## src/rtl/uart_tx_fifo.sv

```systemverilog
// uart_tx_fifo: byte FIFO that feeds a UART transmitter one frame at a time.
// Host writes bytes in; a three-state drain FSM pops the head into o_Tx_Byte,
// pulses o_Tx_Ready for one cycle, then waits for i_Tx_Done before the next pop.
// Optional feature macro: UART_TX_FIFO_OVF_STICKY_EN enables a sticky overflow
// flag on dropped writes; without it o_Overflow is tied low.
module uart_tx_fifo #(
  parameter int unsigned DEPTH = 16
) (
  input  logic                     clk,
  input  logic                     reset,
  input  logic                     i_Wr_En,
  input  logic [7:0]               i_Wr_Byte,
  output logic                     o_Full,
  output logic                     o_Empty,
  output logic [$clog2(DEPTH):0]   o_Count,
  output logic [7:0]               o_Tx_Byte,
  output logic                     o_Tx_Ready,
  input  logic                     i_Tx_Done,
  output logic                     o_Overflow,
  input  logic                     i_Ovf_Clr
);

  localparam int unsigned AW = $clog2(DEPTH);
  localparam int unsigned CW = AW + 1;

  if ((DEPTH < 2) || (DEPTH > 256) || ((DEPTH & (DEPTH - 1)) != 0)) begin : g_depth_check
    $error("uart_tx_fifo: DEPTH must be a power of two in 2..256");
  end

  typedef enum logic [1:0] {StIdle, StLaunch, StBusy} state_e;

  logic [7:0]    mem_q [DEPTH];
  logic [AW-1:0] wr_ptr_q;
  logic [AW-1:0] rd_ptr_q;
  logic [CW-1:0] count_q;
  logic [CW-1:0] count_d;
  state_e        state_q;
  logic [7:0]    tx_byte_q;
  logic          tx_ready_q;
  logic          wr_accept;
  logic          pop;

  assign o_Full     = (count_q == CW'(DEPTH));
  assign o_Empty    = (count_q == '0);
  assign o_Count    = count_q;
  assign o_Tx_Byte  = tx_byte_q;
  assign o_Tx_Ready = tx_ready_q;

  // A full FIFO drops the write even when a pop frees a slot on the same edge.
  assign wr_accept = i_Wr_En && !o_Full;

  // The head leaves the FIFO whenever the transmitter side is free to take it.
  assign pop = (count_q != '0) &&
               ((state_q == StIdle) || ((state_q == StBusy) && i_Tx_Done));

  // Occupancy next-state: simultaneous write and pop leave it unchanged.
  always_comb begin
    count_d = count_q;
    case ({wr_accept, pop})
      2'b10:   count_d = count_q + CW'(1);
      2'b01:   count_d = count_q - CW'(1);
      default: count_d = count_q;
    endcase
  end

  // Storage array; contents are not reset, only the pointers are.
  always_ff @(posedge clk) begin
    if (wr_accept) begin
      mem_q[wr_ptr_q] <= i_Wr_Byte;
    end
  end

  // Pointers and occupancy; power-of-two depth lets the pointers wrap naturally.
  always_ff @(posedge clk or posedge reset) begin
    if (reset) begin
      wr_ptr_q <= '0;
      rd_ptr_q <= '0;
      count_q  <= '0;
    end else begin
      if (wr_accept) begin
        wr_ptr_q <= wr_ptr_q + AW'(1);
      end
      if (pop) begin
        rd_ptr_q <= rd_ptr_q + AW'(1);
      end
      count_q <= count_d;
    end
  end

  // Drain FSM with registered byte and launch pulse.
  always_ff @(posedge clk or posedge reset) begin
    if (reset) begin
      state_q    <= StIdle;
      tx_byte_q  <= 8'h00;
      tx_ready_q <= 1'b0;
    end else begin
      tx_ready_q <= 1'b0;
      case (state_q)
        StIdle: begin
          if (pop) begin
            tx_byte_q  <= mem_q[rd_ptr_q];
            tx_ready_q <= 1'b1;
            state_q    <= StLaunch;
          end
        end
        StLaunch: begin
          state_q <= StBusy;
        end
        StBusy: begin
          if (i_Tx_Done) begin
            if (pop) begin
              tx_byte_q  <= mem_q[rd_ptr_q];
              tx_ready_q <= 1'b1;
              state_q    <= StLaunch;
            end else begin
              state_q <= StIdle;
            end
          end
        end
        default: begin
          state_q <= StIdle;
        end
      endcase
    end
  end

`ifdef UART_TX_FIFO_OVF_STICKY_EN
  logic ovf_q;

  // Sticky overflow: a drop wins over a clear on the same edge.
  always_ff @(posedge clk or posedge reset) begin
    if (reset) begin
      ovf_q <= 1'b0;
    end else if (i_Wr_En && o_Full) begin
      ovf_q <= 1'b1;
    end else if (i_Ovf_Clr) begin
      ovf_q <= 1'b0;
    end
  end

  assign o_Overflow = ovf_q;
`else
  logic unused_ovf_clr;

  assign unused_ovf_clr = i_Ovf_Clr;
  assign o_Overflow     = 1'b0;
`endif

endmodule
```

## config.mk

```make
export PLATFORM = sky130hd
export DESIGN_NAME = uart_tx_fifo
export DESIGN_NICKNAME = d
export VERILOG_FILES = /design/src/rtl/uart_tx_fifo.sv
export SDC_FILE = /design/constraint.sdc
export NUM_CORES = 1
export LEC_CHECK = 0
export BUFFER_PORTS_ARGS = -buffer_cell sky130_fd_sc_hd__buf_4
export CORE_UTILIZATION = 45
export CTS_BUF_LIST = sky130_fd_sc_hd__clkbuf_16
export CTS_CLUSTER_SIZE = 28
export DETAILED_ROUTE_END_ITERATION = 8
export HOLD_SLACK_MARGIN = 0.08
export PLACE_DENSITY_LB_ADDON = 0.15
export SETUP_SLACK_MARGIN = 0.02
export SYNTH_ARGS = -nofsm -noshare
export SYNTH_HDL_FRONTEND = slang
export SYNTH_SLANG_ARGS = --single-unit
```

## constraint.sdc

```tcl
create_clock -name clk -period 8.65 [get_ports clk]
set_input_delay 0.4325 -clock clk [delete_from_list [all_inputs] [get_ports clk]]
set_output_delay 0.4325 -clock clk [all_outputs]
set_load 0.01 [all_outputs]
```

# Word level (Yosys, flattened, before mapping)
# Memory sizes are Yosys's and may differ from the RTL's.
# Index checks and enable logic that the tools add are counted.
# totals
register_bits	24
ram_bits	128
output_inout_bits	17
n_memories	1
# classes
addsub	4
eq_ne	7
n_mux	13
reduce_logical	12
# mem_list
memory	depth	width	rd	rd_clocked_by_memory_dff	wr	line	text
mem_q	16	8	1	0	1	32	logic [7:0] mem_q [DEPTH];
# op_table
operator	count
$mux 8	2
$pmux 8 s2	1
$pmux 5 s2	1
$add 4x1->4 const B	2
$pmux 2 s3	1
$add 5x1->5 const B	1
$eq 5x5->1 const B	1
$logic_not 5->1	1
$mux 1	5
$reduce_bool 5->1	1
$sub 5x1->5 const B	1
$eq 2x1->1 const B	2
$eq 2x2->1 const B	2
$mux 2	2
$ne 2x2->1 const B	2
$reduce_and 2->1	2
$reduce_bool 2->1	2
$logic_and 1x1->1	3
$logic_not 2->1	1
$pmux 1 s2	1
$logic_not 1->1	1
$logic_or 1x1->1	1

# Logic depth before layout (Yosys ltp)
# Gate-level depths: netlist (run 1).
# logic_depth
depth_word	7
depth_mapped	13
mapped_depth_nobuf	10

# Worst setup path before layout (run 1)
# Ideal clock, no wire load.
# synth_path
kind	register -> register
from	register count_q[1], in the netlist o_Count[1]
to	register count_q[4], in the netlist o_Count[4]
setup_time_ps	128
arrival_ps	2825
required_ps	8522
slack_ps	5696
path_stages_with_launch	14
synth_period_minus_slack_ps	2954
path_cell_list	dfrtp_1 buf_2 or4_4 o211ai_2 buf_2 inv_1 ha_1 clkbuf_1 xor2_1 ha_1 o21a_1 o21ai_0 a32oi_1 xnor2_1
# synth_lines
element	line	text
start, declared	35	logic [CW-1:0] count_q;
start signal, assigned	86	count_q <= count_d;
$reduce_bool 5->1 *	53	assign pop = (count_q != '0) &&
$logic_and 1x1->1 *	53	
via pop	41	logic pop;
$eq 2x1->1 / $eq 2x2->1 (equally long branches)	59	case ({wr_accept, pop})
$pmux 5 s2 / $reduce_bool 2->1 (equally long branches)	-	
# Mark *: on every way through the listed nets, which the timed path passes. The rest lies on a longest branch.
# A chain may end at the register's enable or synchronous reset.

# Worst setup path after layout (run 1)
# Ends and elaborated chain as after synthesis.

==> results of run 1 <==
==> logic make-up after synthesis <==
family                   after synthesis  share of synthesized area, %
AO/OA/AOI/OAI                         36                         4.289
AND/OR/NAND/NOR                       51                         4.068
other                                  1                       0.06035
flip-flops                           152                         71.53
adder cells (fa/ha/maj)                9                         1.812
buffers and inverters                 32                         2.839
multiplexers                          42                         13.71
XOR/XNOR                              12                         1.691
==> state kept, by name, summed over array words and instances, names as in the netlist <==
name / cells
wr_ptr_q: 4
o_Tx_Ready: 1
state_q: 2
o_Count: 5
rd_ptr_q: 4
mem_q: 128
o_Tx_Byte: 8
==> Yosys cell counts, types with 2 or more instances <==
master	count	area share, %
edfxtp_1	128	62
dfrtp_1	24	9.7
mux4_2	24	8.7
nor2_1	18	1.1
a21oi_1	10	0.81
nand2_1	10	0.60
ha_1	9	1.8
mux2i_1	9	1.4
nor2b_1	9	0.91
a211o_1	8	1.1
a22o_1	8	1.1
buf_2	8	0.64
inv_1	8	0.48
mux4_1	8	3.4
xnor2_1	8	1.1
clkbuf_1	5	0.30
nand2b_1	4	0.40
nor3_1	4	0.32
xor2_1	4	0.56
buf_1	3	0.18
buf_4	3	0.36
o21ai_0	3	0.24
buf_6	2	0.36
nand4_1	2	0.20
o21a_1	2	0.24
==> layer usage <==
layer,global-route usage (%),vias to the layer above
li1,-,1373
met1,24.44,1559
met2,28.11,89
met3,4.420,18
met4,7.813,0
met5,0,-
==> path summary, 6_finish.rpt <==
check / endpoint / slack, ns
max in group asynchronous: rd_ptr_q[0] / 7.70
min in group clk: mem_q[13][0] / 0.32
worst max-delay path: o_Count[4] / 5.11
worst max register to register: o_Count[4] / 5.11
worst min register to register: state_q[1] / 0.45
worst min-delay path: o_Tx_Byte[7] / 0.26
==> through the flow <==
stage	hold WS, ns	power (mW)	util [%]	cell area, um^2	worst slack [ns]
6_report	0.2643	2.429	53.19	7099	5.110
5_1_grt	0.3233	2.562	53.19	7099	4.799
3_3_place_gp	0.4392	1.752	49.05	6548	5.159
2_1_floorplan	0.4241	1.574	-	6213	5.696
4_1_cts	0.2972	2.456	53.19	7099	5.066
3_5_place_dp	0.4484	1.767	49.05	6548	5.096
==> cell type report <==
type                    instances  area [um^2]  share of cell area [%]
well taps                     176        220.2                   3.102
inverters                       9        33.78                  0.4759
repair buffers                 34        255.2                   3.595
flip-flops and latches        152         4446                   62.62
multi-input cells             151         1593                   22.44
clock buffers                  17        425.4                   5.992
clock inverters                15        126.4                   1.780
==> worst max-delay path, cell delays in order, from the launching register on <==
cell and delay, ns:
dfrtp_1 0.48, or4_4 0.59, o211ai_2 0.80, inv_1 0.17
ha_1 0.35, xor2_1 0.18, ha_1 0.22, o21a_1 0.17
o21ai_0 0.16, a32oi_1 0.15, xnor2_1 0.14
==> where the power goes <==
group / internal [mW] / switching [mW]
sequential: 0.919 / 0.0782
combinational: 0.358 / 0.387
clock: 0.415 / 0.272
total: 1.69 / 0.737
==> flow_summary.toml, run 1 <==
[outcome]
result_of_the_run = "finished clean"

[timing]
fmaxAchievable_mhz = 282.5
max_slew.worst_pin.slew_ns = 1.012
grt_setup_unrepaired = "false"
timing.slew.headroom_pct = 32.46
min_period_ns = 3.540
period_share_pct = 40.92
final-max-slew-violation-count = 0
timing.clock.skew_ns = 0.01006
final_hold_vios = 0
timing.final.setup_violations = 0
setup_tns_ns = 0

[clocking]
cts_buffers = 17
htree_levels = 4
numClockSinks = 152
tritoncts = "done"
worst_setup_hold_path_clk_slew_ns = 0.06
clock_tree.root_cell = "clkbuf_16"
clk_lat_worst_skew_ns = 0.42
postCtsHoldBufs = 0
cts_repair_resized_insts = 0
cts.path.max_buffers = 2
post-cts-setup-buffers = 0

[synthesis]
mappedNetlistNets = 357
postSynthRegisterBits = 152
yosysWarningCount = 0
ys_dominant_reg_cell = "edfxtp_1"
ys_types = 39
syn-mean-instance-area_um2 = 18.55
synthesis.instances = 335
synth-seq-area-share_pct = 71.53
syn-cell-area_um2 = 6213
synth_enable_flop_cells = 128
synth-async-reset-ratio_pct = 15.79

[power_and_ir_drop]
power.static_leakage_nw = 2.542
power.ir.vdd_worst_uv = 147.5
power_per_cell_area_nw_per_um2 = 342.2

[detailed_routing]
dr_total_vias = 3039
post_drt_via_cell_ratio = 5.486
met1_wl_um = 5240
avgRoutedWirePerCell_um = 21.30
routed-wl-met2_um = 5750
number_of_iterations_in_the_first_detailed_routing_pass = 4
initialDrtViolationCount = 225
drt-total-wl_um = 11800
top_layer_used = "met4"
drcViolationCount = 0
detail-route-antenna-nets = 0
routed_wire_length_on_met3_um = 580

[floorplanning]
row_count = 42
die_span_in_y_um = 119.5
floorplan.die_area_um2 = 14280
die_width_um = 119.5
core_um2 = 13350
ioPinCount = 30
initial_core_utilization_pct = 46.55

[layout]
most_common_cell_after_layout_fill_and_taps_aside = "edfxtp_1"
syn_to_final_growth_pct = 14.26
final_layout_size_suffix_gt1_share_pct = 23.81
diodes = 0
net_count_reported_at_finish = 387
commonest_cells_after_routing_fill_and_taps_aside = "edfxtp_1 (128), buf_4 (34), mux4_2 (24), dfrtp_1 (23), nor2_1 (18)"
final_cell_count_no_fill = 554
final.fill_count = 1080

[min_path]
hold_class = "in -> async"

[worst_setup_path]
crit_fanout = 21
rr_worst_depth = 10
cp-startpoint = "o_Count[1]"
critPathArrivalTime_ns = 3.83
worst-endpoint-required_ns = 8.94
timing.critical_path.to_type = "flip-flop"
criticalPathCategory = "reg -> reg"
worstSetupStartpointType = "flip-flop"
r2r_start = "o_Count[1]"

[job]
drv_cap = 0

[grt]
first_global_vias = 3038
largest_net_degree_at_the_start_of_global_routing = 36
globalRouteOverflowTotal = 0
grt_antenna_before_repair = 0
grt_pass1_wl_um = 18020
grt_usage_pct = 18.10

[placed_design]
dp.cells = 522
finalWeightedCongestion = 0.7447
detailedPlacementHpwl_um = 7049
port_buffers = 27
(Power assumes the default switching activity.)
==> run 2, diff against run 1 <==
==> constraint.sdc (replaced) <==
create_clock -name clk -period 3.2 [get_ports clk]
set_input_delay 0.16 -clock clk [delete_from_list [all_inputs] [get_ports clk]]
set_output_delay 0.16 -clock clk [all_outputs]
set_load 0.01 [all_outputs]
==> run 2 against run 1 <==
Sequential power grew to 2.8 times the previous value. Global-route usage fell by 0.82 points. Design area is 2.0% higher. Wire length decreased by 6.0%. Largest cell class unchanged.
==> flow_summary.toml, run 2 (synthesis gave the netlist of run 1 again) <==
[grt]
first_global_vias = 3170
largest_net_degree_at_the_start_of_global_routing = 27
globalRouteOverflowTotal = 0
grt_pass1_wl_um = 17680
grt_antenna_before_repair = 0
grt_usage_pct = 17.28

[power_and_ir_drop]
pwr-share-comb_pct = 29.8
power.ir.vdd_worst_uv = 386.9
power.sequential.fraction_pct = 43.3
power_switching_mw = 1.957
power.static_leakage_nw = 2.602
power_per_cell_area_nw_per_um2 = 898.9
internal-power_mw = 4.552
fraction_of_power_spent_switching_nets_pct = 30.06
power.clock.fraction_pct = 26.9

[clocking]
cts.path.max_buffers = 2
tritoncts = "done"
clk_lat_worst_skew_ns = 0.42
cts_repair_resized_insts = 0
postCtsHoldBufs = 10
numClockSinks = 152
worst_setup_hold_path_clk_slew_ns = 0.06
clock_tree.root_cell = "clkbuf_16"
post-cts-setup-buffers = 0
htree_levels = 4
cts_buffers = 17

[layout]
diodes = 0
net_count_reported_at_finish = 405
postLayoutCellArea_um2 = 7241
top_register = "mem_q"
number_of_flip_flops_in_the_largest_register = 128
final.fill_count = 1071
syn_to_final_growth_pct = 16.53
commonest_cells_after_routing_fill_and_taps_aside = "edfxtp_1 (128), buf_4 (41), mux4_2 (24), dfrtp_1 (23), nor2_1 (18)"
most_common_cell_after_layout_fill_and_taps_aside = "edfxtp_1"
final_layout_size_suffix_gt1_share_pct = 24.49

[floorplanning]
die_span_in_y_um = 119.5
floorplan.die_area_um2 = 14280
initial_core_utilization_pct = 46.55
ioPinCount = 30
row_count = 42
core_um2 = 13350
die_width_um = 119.5

[timing]
setup_tns_ns = 0
fin_worst_hold_slack_ns = 0.2857
max_slew.worst_pin.slew_ns = 1.136
timing.final.setup_violations = 0
final-max-slew-violation-count = 0
min_period_ns = 2.868
final_hold_vios = 0
grt_setup_unrepaired = "false"
timing.clock.skew_ns = 0.009563
fmaxAchievable_mhz = 348.7
finalWorstSetupSlack_ns = 0.3321
period_share_pct = 89.62
timing.slew.headroom_pct = 24.27

[worst_setup_path]
timing.critical_path.slowest_cell_delay_ns = 0.55
worst-endpoint-required_ns = 3.50
crit_fanout = 9
worstSetupStartpointType = "flip-flop"
criticalPathCategory = "reg -> reg"
critPathTopFamily = "compound AO/OA/AOI/OAI gates"
critPathSlowestCell = "or4_4"
timing.critical_path.to_type = "flip-flop"
critical_path_cell_by_cell = "or4_4 -> o21a_1 -> inv_1 -> ha_1 -> xor2_1 -> ha_1 -> o21a_1 -> o21ai_0 -> a32oi_1 -> xnor2_1"
critPathArrivalTime_ns = 3.17
critical_path_buf_inv_count = 1

[placed_design]
post-place-ws_ns = 0.3055
finalWeightedCongestion = 0.7727
detailedPlacementHpwl_um = 7434
port_buffers = 27
post_place_instance_area_um2 = 6620

[outcome]
result_of_the_run = "finished clean"

[detailed_routing]
drcViolationCount = 0
drt-total-wl_um = 11090
number_of_iterations_in_the_first_detailed_routing_pass = 4
detail-route-antenna-nets = 0
initialDrtViolationCount = 227
avgRoutedWirePerCell_um = 19.40
dr_total_vias = 3041
post_drt_via_cell_ratio = 5.316

[min_path]
hold_class = "in -> reg"

[job]
drv_cap = 0
run 2: changes by cell type in the layout (fill, tap and decap cells not counted):
cell           change
buf_4              +7
clkinv_1           +4
buf_12             +1
bufinv_16          -1
inv_1              -3
dlygate4sd3_1     +10
clkinv_2           +1
clkinv_4           -2
clkinvlp_4         +1
run 2: tightest hold or removal path: cells and delay by family:
family,cells,cell delay (ns)
AOI/OAI and AO/OA,1,0.22
xor gates and xnor gates,1,0.17
buffers and inverters,1,0.11
run 2: through the flow:
step           total power [mW]  utilization, %  cells
2_1_floorplan             4.254               -    335
3_3_place_gp              4.794           49.60    530
3_5_place_dp              4.828           49.60    530
4_1_cts                   6.601           54.25    572
5_1_grt                   6.884           54.25    572
6_report                  6.509           54.25    572
run 2: per-layer routing:
layer | wire [um] | GRT usage [%] | vias to the layer above
met5 | 0 | 0 | -
met4 | 156 | 7.031 | 0
met3 | 537 | 4.705 | 16
met2 | 5424 | 27.49 | 74
met1 | 4975 | 22.55 | 1542
li1 | - | - | 1409
run 2: final timing paths:
kind / cells after the start / slack [ns] / startpoint / end
max: 10 / 0.33 / o_Count[2] / o_Count[4]
max reg2reg: 10 / 0.33 / o_Count[2] / o_Count[4]
min in group asynchronous: 3 / 0.53 / reset / o_Tx_Byte[7]
min: 3 / 0.29 / i_Wr_En / wr_ptr_q[0]
max in group asynchronous: 3 / 2.01 / reset / rd_ptr_q[0]
min reg2reg: 1 / 0.47 / state_q[1] / state_q[1]
run 2: layout make-up:
class	instances	area, um^2	area share (%)
clock inverters	15	95.09	1.313
repair buffers	52	427.9	5.910
well taps	176	220.2	3.041
flip-flops and latches	152	4446	61.40
inverters	9	33.78	0.4666
clock buffers	17	425.4	5.875
multi-input cells	151	1593	22.00
run 2: power groups by stage:
| stage | Clock, mW | Sequential, mW | Combinational (mW) |
|---|---|---|---|
| CTS | 1.79 | 2.83 | 1.98 |
| finish | 1.75 | 2.82 | 1.94 |
| global placement | 0 | 2.85 | 1.94 |
| detailed placement | 0 | 2.87 | 1.96 |
| floorplan | 0 | 2.66 | 1.59 |
| global route | 1.87 | 2.87 | 2.15 |
